`src/rtl/fetch_unit_if.sv`:
```
// Instruction-memory request/acknowledge bus between the fetch stage and imem.
// The fetch unit is the master: it raises imem_req and drives imem_addr until imem_ack.
interface fetch_unit_if;
  logic        imem_req;
  logic [63:0] imem_addr;
  logic        imem_ack;
  logic [31:0] imem_rdata;

  modport master (
    output imem_req,
    output imem_addr,
    input  imem_ack,
    input  imem_rdata
  );

  modport slave (
    input  imem_req,
    input  imem_addr,
    output imem_ack,
    output imem_rdata
  );
endinterface

```
`src/rtl/fetch_unit.sv`:
```
// LEGv8 instruction-fetch / PC-sequencing stage: fetches one word, holds it until
// retire, then advances the PC sequentially or to the branch target.
module fetch_unit #(
  parameter int RETIRE_CNT_W = 32
) (
  input  logic                    CLK,
  input  logic                    resetl,
  input  logic [63:0]             startpc,
  fetch_unit_if.master            imem,
  output logic [31:0]             instr,
  output logic                    instr_valid,
  output logic [63:0]             pc,
  input  logic                    retire,
  input  logic                    branch,
  input  logic                    uncond_branch,
  input  logic                    zero,
  input  logic [63:0]             branch_offset,
  output logic                    fault,
  output logic [RETIRE_CNT_W-1:0] retire_count
);

  typedef enum logic [1:0] {
    BOOT  = 2'd0,
    FETCH = 2'd1,
    HOLD  = 2'd2,
    FAULT = 2'd3
  } state_t;

  localparam logic [RETIRE_CNT_W-1:0] CNT_ONE = {{(RETIRE_CNT_W-1){1'b0}}, 1'b1};

  state_t                  state_reg;
  logic [63:0]             pc_reg;
  logic [31:0]             instr_reg;
  logic                    instr_valid_reg;
  logic                    fault_reg;
  logic [RETIRE_CNT_W-1:0] retire_count_reg;

  logic                    taken;
  logic [63:0]             offset_bytes;
  logic [63:0]             pc_next;

  // Branch controls are only consumed on a retire edge in HOLD, so any X they
  // carry in other cycles never reaches a register.
  always_comb begin
    taken        = uncond_branch | (branch & zero);
    offset_bytes = branch_offset << 2;
    pc_next      = pc_reg + 64'd4;
    if (taken) begin
      pc_next = pc_reg + offset_bytes;
    end
  end

  always_ff @(posedge CLK or negedge resetl) begin
    if (!resetl) begin
      state_reg        <= BOOT;
      pc_reg           <= 64'd0;
      instr_reg        <= 32'd0;
      instr_valid_reg  <= 1'b0;
      fault_reg        <= 1'b0;
      retire_count_reg <= '0;
    end else begin
      case (state_reg)
        BOOT: begin
          pc_reg <= startpc;
          if (startpc[1:0] != 2'b00) begin
            fault_reg <= 1'b1;
            state_reg <= FAULT;
          end else begin
            state_reg <= FETCH;
          end
        end

        FETCH: begin
          if (imem.imem_ack) begin
            instr_reg       <= imem.imem_rdata;
            instr_valid_reg <= 1'b1;
            state_reg       <= HOLD;
          end
        end

        HOLD: begin
          if (retire) begin
            retire_count_reg <= retire_count_reg + CNT_ONE;
            instr_valid_reg  <= 1'b0;
            pc_reg           <= pc_next;
            state_reg        <= FETCH;
          end
        end

        FAULT: begin
          fault_reg       <= 1'b1;
          instr_valid_reg <= 1'b0;
        end

        default: state_reg <= FAULT;
      endcase
    end
  end

  // The request is a pure decode of the state register; the address is the PC itself.
  assign imem.imem_req  = (state_reg == FETCH);
  assign imem.imem_addr = pc_reg;

  assign instr        = instr_reg;
  assign instr_valid  = instr_valid_reg;
  assign pc           = pc_reg;
  assign fault        = fault_reg;
  assign retire_count = retire_count_reg;

endmodule

```
`src/flat_wrapper.sv`:
```
// flat-port wrapper written by rule: the top's interface ports become plain ports
module fetch_unit_flat 
#(
  parameter int RETIRE_CNT_W = 32
)
  (CLK, resetl, startpc, instr, instr_valid, pc, retire, branch, uncond_branch, zero, branch_offset, fault, retire_count, imem_imem_req, imem_imem_addr, imem_imem_ack, imem_imem_rdata);
  fetch_unit_if imem_i ();
  input  logic CLK;
  input  logic resetl;
  input  logic [63:0] startpc;
  output logic [31:0] instr;
  output logic instr_valid;
  output logic [63:0] pc;
  input  logic retire;
  input  logic branch;
  input  logic uncond_branch;
  input  logic zero;
  input  logic [63:0] branch_offset;
  output logic fault;
  output logic [RETIRE_CNT_W-1:0] retire_count;
  output wire logic [$bits(imem_i.imem_req)-1:0] imem_imem_req;
  output wire logic [$bits(imem_i.imem_addr)-1:0] imem_imem_addr;
  input wire logic [$bits(imem_i.imem_ack)-1:0] imem_imem_ack;
  input wire logic [$bits(imem_i.imem_rdata)-1:0] imem_imem_rdata;
  assign imem_imem_req = imem_i.imem_req;
  assign imem_imem_addr = imem_i.imem_addr;
  assign imem_i.imem_ack = imem_imem_ack;
  assign imem_i.imem_rdata = imem_imem_rdata;
  fetch_unit #(.RETIRE_CNT_W(RETIRE_CNT_W)) u_core (.CLK(CLK), .resetl(resetl), .startpc(startpc), .imem(imem_i), .instr(instr), .instr_valid(instr_valid), .pc(pc), .retire(retire), .branch(branch), .uncond_branch(uncond_branch), .zero(zero), .branch_offset(branch_offset), .fault(fault), .retire_count(retire_count));
endmodule
```
`config.mk`:
```
export PLATFORM = sky130hd
export DESIGN_NAME = fetch_unit_flat
export DESIGN_NICKNAME = d
export VERILOG_FILES = /design/src/rtl/fetch_unit_if.sv /design/src/rtl/fetch_unit.sv /design/src/flat_wrapper.sv
export SDC_FILE = /design/constraint.sdc
export NUM_CORES = 1
export LEC_CHECK = 0
export BUFFER_PORTS_ARGS = -buffer_cell sky130_fd_sc_hd__buf_2
export CAP_MARGIN = 15
export CORE_ASPECT_RATIO = 0.9
export CORE_MARGIN = 5
export CORE_UTILIZATION = 50
export CTS_BUF_LIST = sky130_fd_sc_hd__clkbuf_8
export DETAILED_ROUTE_END_ITERATION = 6
export PLACE_DENSITY = 0.88
export SLEW_MARGIN = 20
export SYNTH_ARGS = -nofsm -noshare
export SYNTH_HDL_FRONTEND = slang
export SYNTH_SLANG_ARGS = --single-unit
```
`constraint.sdc`:
```
create_clock -name CLK -period 4.7 [get_ports CLK]
set_clock_uncertainty 0.2 [all_clocks]
set_input_delay 0 -clock CLK [delete_from_list [all_inputs] [get_ports CLK]]
set_output_delay 0 -clock CLK [all_outputs]
set_load 0.02 [all_outputs]
```
======== After elaboration in Yosys (flattened, before gate mapping) ========
Cells that the tools add are included.
storage, ports and cells
  ROM bits ................................ 0
  output and inout bits ................... 195
  RAM bits ................................ 0
  memories kept ........................... 0
  bits in latches ......................... 0
  flip-flop bits (word level) ............. 132
operators by class
  $add $sub $neg .......................... 3
  equality and inequality tests ........... 6
  reductions and logical operators ........ 12
  multiplexer cells ....................... 12
  $lt $le $gt $ge ......................... 0
  multiply operators ...................... 0
  shifts and indexed selects .............. 0
  bitwise gates (word level) .............. 2
  divide/modulo/power cells ............... 0
operators with widths
  operator                                             number
  two-way mux 64 bit                                   2
  case mux 64 bit (2 select lines)                     1
  adder 64 x 3 -> 64 bit, second input constant        1
  adder 64 bit                                         1
  adder 32 x 1 -> 32 bit, second input constant        1
  AND reduction 2 bit                                  4
  two-way mux 2 bit                                    3
  case mux 2 bit (3 select lines)                      1
  AND reduction 3 bit                                  2
  nonzero test 2 bit                                   3
  nonzero test 3 bit                                   2
  equality test 2 bit, second input constant           2
  != test 2 x 1 -> 1 bit, second input constant        2
  two-way mux 1 bit                                    3
  case mux 1 bit (3 select lines)                      1
  equality test 2 x 1 -> 1 bit, second input constant  1
  zero test 2 bit                                      1
  != test 2 bit, second input constant                 1
  case mux 1 bit (2 select lines)                      1
  AND 1 bit                                            1
  bitwise OR 1 bit                                     1

======== Longest topological paths before layout ========
  depth after elaboration ................. 5
  depth in mapped cells ................... 15

======== Least setup slack after synthesis ========
Ideal clock, no wire load.
  kind .................................... input port to flip-flop
  from .................................... input port branch
  to ...................................... register u_core.pc_reg[58] (netlist: u_core.imem.imem_addr[58])
  path buffers ............................ 1
  required time ........................... 4.363 ns
  data arrival time ....................... 3.038 ns
  setup slack ............................. 1.325 ns
  cell stages on the path ................. 15
  cell sequence ........................... a21oi_1 > clkbuf_1 > or2_2 > ha_1 > fa_1 > a211oi_1 > o21bai_2 > a211oi_4 > o311ai_4 > a21oi_2 > o21a_1 > o31a_1 > o21bai_2 > xnor2_1 > a21oi_1
on the way
  cells in the longest elaborated chain, start to end .. 5
ends and longest elaborated chain
  element                           RTL line            source
  from (decl)                       flat_wrapper.sv:15  input logic branch;
  AND 1 bit                         fetch_unit.sv:45    taken = uncond_branch | (branch & zero);
  bitwise OR 1 bit                  fetch_unit.sv:45
  two-way mux 64 bit                fetch_unit.sv:48    if (taken) begin
  two-way mux 64 bit                fetch_unit.sv:82    if (retire) begin
  case mux 64 bit (2 select lines)  fetch_unit.sv:62    case (state_reg)
  to (signal assigned)              fetch_unit.sv:64    pc_reg <= startpc;
  to (signal assigned)              fetch_unit.sv:85    pc_reg <= pc_next;
  to (decl)                         fetch_unit.sv:32    logic [63:0] pc_reg;
Every way passes these cells. The select of a mux whose other input is x is not followed.
A chain may end at the register's enable or synchronous reset.

======== Worst setup path after layout ========
  from .................................... register u_core.pc_reg[2] (netlist: u_core.imem.imem_addr[2])
  to ...................................... register u_core.pc_reg[62] (netlist: u_core.imem.imem_addr[62])
on the way
  cells in the longest elaborated chain, start to end .. 4
  elaborated cells on any way between the ends .. 5
  those cells by class .................... add/sub (2); mux (3)
ends and longest elaborated chain
  element                                                 RTL line
  adder 64 x 3 -> 64 bit or adder 64 bit (tied branches)  fetch_unit.sv:47, fetch_unit.sv:49
  two-way mux 64 bit *                                    fetch_unit.sv:48
  two-way mux 64 bit *                                    fetch_unit.sv:82
  case mux 64 bit (2 select lines) *                      fetch_unit.sv:62
Every way passes the cells marked *; elsewhere a longest branch is shown, timed or not. The select of a mux whose other input is x is not followed.

==> metrics.txt <==
run status=finished clean; Period Utilization, post-route=0.955; WP data arrival=4620 ps; initial DRC count=664; vias in the first global route=10500; fraction of registers with async set/reset=1.00; Max Root-Sink Buffers=2; sequential-to-total area share from yosys stat=0.317; CP startpoint=u_core.imem.imem_addr[2]; CTS tree=yes; total core area=0.0206 sq mm; share of layout cells above drive strength 1=0.294; Post-CTS Setup Inserts=0; Post-synth EDFFs=0; Final TNS setup=0 ps; global placer's final weighted congestion=0.944; Fmax=223 MHz; IO Port Bufs=359; DR WL/cell=19.1 microns; minimum clock period=4490 ps; Initial Util=0.505; Power per Cell Area=186 mW/mm^2; WS Path Type=reg2reg; yosys warns=0; Cell variety after synth=64; Synth Flop Type=dfrtp_1; final net count=1793; R2R setup slack=210 ps; largest net degree at the start of global routing=94; Ports=362; max FFs per register=64; row count=50; Critical Path Sink=u_core.imem.imem_addr[62]; Synth Instances=1194; die width=162 microns; worst skew pair latency=450 ps; Area Growth Syn to Fin=28.1%; final instance area=0.0134 sq mm; most numerous cell in the Yosys netlist=dfrtp_1; R2R cell count=13; First-pass DRT Iterations=6; post-placement cell count=1694; max-cap viol count=0; DRC=0; Tightest Pin Transition=978 ps; leakage power=0.00707 uW; area fraction of the dominant cell type after synthesis=0.317; WP data required=4840 ps; CTS Sinks=132; die height=147 microns; gr usage total=0.285; Synth area leader=dfrtp_1; Die Footprint=0.0238 sq mm; CP Capture Type=flop; synth cell count leaders=132 x dfrtp_1, 120 x a21oi_1, 89 x nand2_1, 89 x nor2b_1, 69 x o21ai_0; Tightest Hold Check Type=in2async; synthesized area per cell=8.73 sq um; RSZ-0062 raised after global routing=no; Post-Syn Area=0.0104 sq mm; Synth area leaders=dfrtp_1 32%, ha_1 8.2%, a21oi_1 5.8%; fin. max-slew vios=0; flop and latch count out of synthesis=132; hold slack=6.63 ps; dpl cell area=0.0119 sq mm; root buf cell=clkbuf_8; Via density=5.71; Post-DP HPWL=24600 microns; critical-path maximum fanout=6; hold buffers post-CTS=104; CTS-repair resized insts=0; ANT nets after route=0; clock slew at reported path FFs=100 ps; fin cells=1833; H-tree depth=4; FF-to-FF Start=u_core.imem.imem_addr[2]; Max-slew headroom=0.347; final setup fails=0; VDD IR max=0.167 mV; Synthesized Nets=1430; DR vias=10500; r2r endpoint=u_core.imem.imem_addr[62]; Congestion Overflow GR=0; initial antenna violation count=3; first-pass GRT wire length=55000 microns; Setup crit start kind=flop; final hold vios=0; WL final=35100 microns; TritonCTS Buffers=17
logic make-up (layout without fill, tap and decap cells):
group	after synthesis	in the layout	share of synthesized area
flip-flops	132	132	0.317
XOR/XNOR	88	88	0.0740
buffers and inverters	148	524	0.0773
adder cells (fa/ha/maj)	69	69	0.0836
multiplexers	74	74	0.0758
AND/OR/NAND/NOR	336	336	0.164
other	0	3	0
AO/OA/AOI/OAI	347	347	0.209
cells in the final DEF, fill, tap and decap left out, types with 3 or more instances in the layout:
master	synthesis	final
buf_2	8	358
dfrtp_1	132	132
a21oi_1	120	119
dlygate4sd3_1	0	104
nor2b_1	89	88
nand2_1	89	88
o21ai_0	69	69
ha_1	68	66
nor2_1	60	59
xnor2_1	57	57
mux2_2	39	39
mux2i_1	35	35
a21o_1	31	31
xor2_1	31	31
nand4_1	28	28
a211oi_1	24	24
inv_1	21	21
clkbuf_8	0	17
nand3_1	16	16
o21bai_1	16	16
and3_1	13	13
nor3_1	13	13
o21ai_1	12	12
a22oi_1	11	11
a31oi_1	8	8
o22ai_1	8	8
buf_4	64	8
o211ai_1	7	7
o21a_1	7	7
o31ai_1	7	7
inv_6	0	7
or2_2	4	4
nor4_1	4	4
nand2b_1	4	4
inv_8	0	4
diode_2	0	3
and2_1	4	3
and4_1	3	3
clkinvlp_4	0	3
critical path: stages, from the launching register on:
cell and delay (ps):
dfrtp_1 480, ha_1 280, fa_1 440, a211oi_1 370, o21bai_2 170, a211oi_4 430
o311ai_4 170, a21oi_2 290, o21a_1 300, o31a_1 320, o21ai_1 130, xnor2_1 160
o21ai_1 70, dlygate4sd3_1 560
where the power goes:
| part | switching (uW) | total (uW) | internal, uW | leakage, uW |
|---|---|---|---|---|
| Sequential | 0 | 1130 | 1130 | 0.00182 |
| Clock | 557 | 1000 | 444 | 0.000193 |
| Combinational | 179 | 353 | 174 | 0.00506 |
| Total | 736 | 2490 | 1750 | 0.00707 |
through the flow:
stage,setup WS [ps],total power [uW],util
4_1_cts,277,2500,0.646
3_3_place_gp,935,1430,0.577
6_report,213,2490,0.647
2_1_floorplan,1330,1310,-
3_5_place_dp,878,1440,0.577
5_1_grt,0.691,2590,0.647
area by class of cell:
| type | instances | area, sq um |
|---|---|---|
| fill | 1648 | 7290 |
| multi-input combinational | 914 | 6340 |
| sequential | 132 | 3300 |
| timing repair buffer | 471 | 2900 |
| inverter | 21 | 78.8 |
| clock inverter | 15 | 159 |
| tap | 260 | 325 |
| clock buffer | 17 | 234 |
| antenna | 3 | 7.51 |
how the worst min path moves through the flow:
stage                            from                   endpoint  depth (start not counted)
floorplan                      resetl               u_core.fault                          0
global placement               resetl    u_core.retire_count[13]                          1
detailed placement             resetl    u_core.retire_count[27]                          1
CTS                 branch_offset[58]  u_core.imem.imem_addr[60]                          5
global route                   retire  u_core.imem.imem_addr[18]                          3
finish                         resetl    u_core.retire_count[27]                          2
per-layer routing:
metal | global-route usage | wire length, microns
met5 | 0 | 0
met4 | 0.0930 | 1010
met3 | 0.0634 | 2680
met2 | 0.505 | 17500
met1 | 0.343 | 13900
Power figures use the tool's default switching activity.
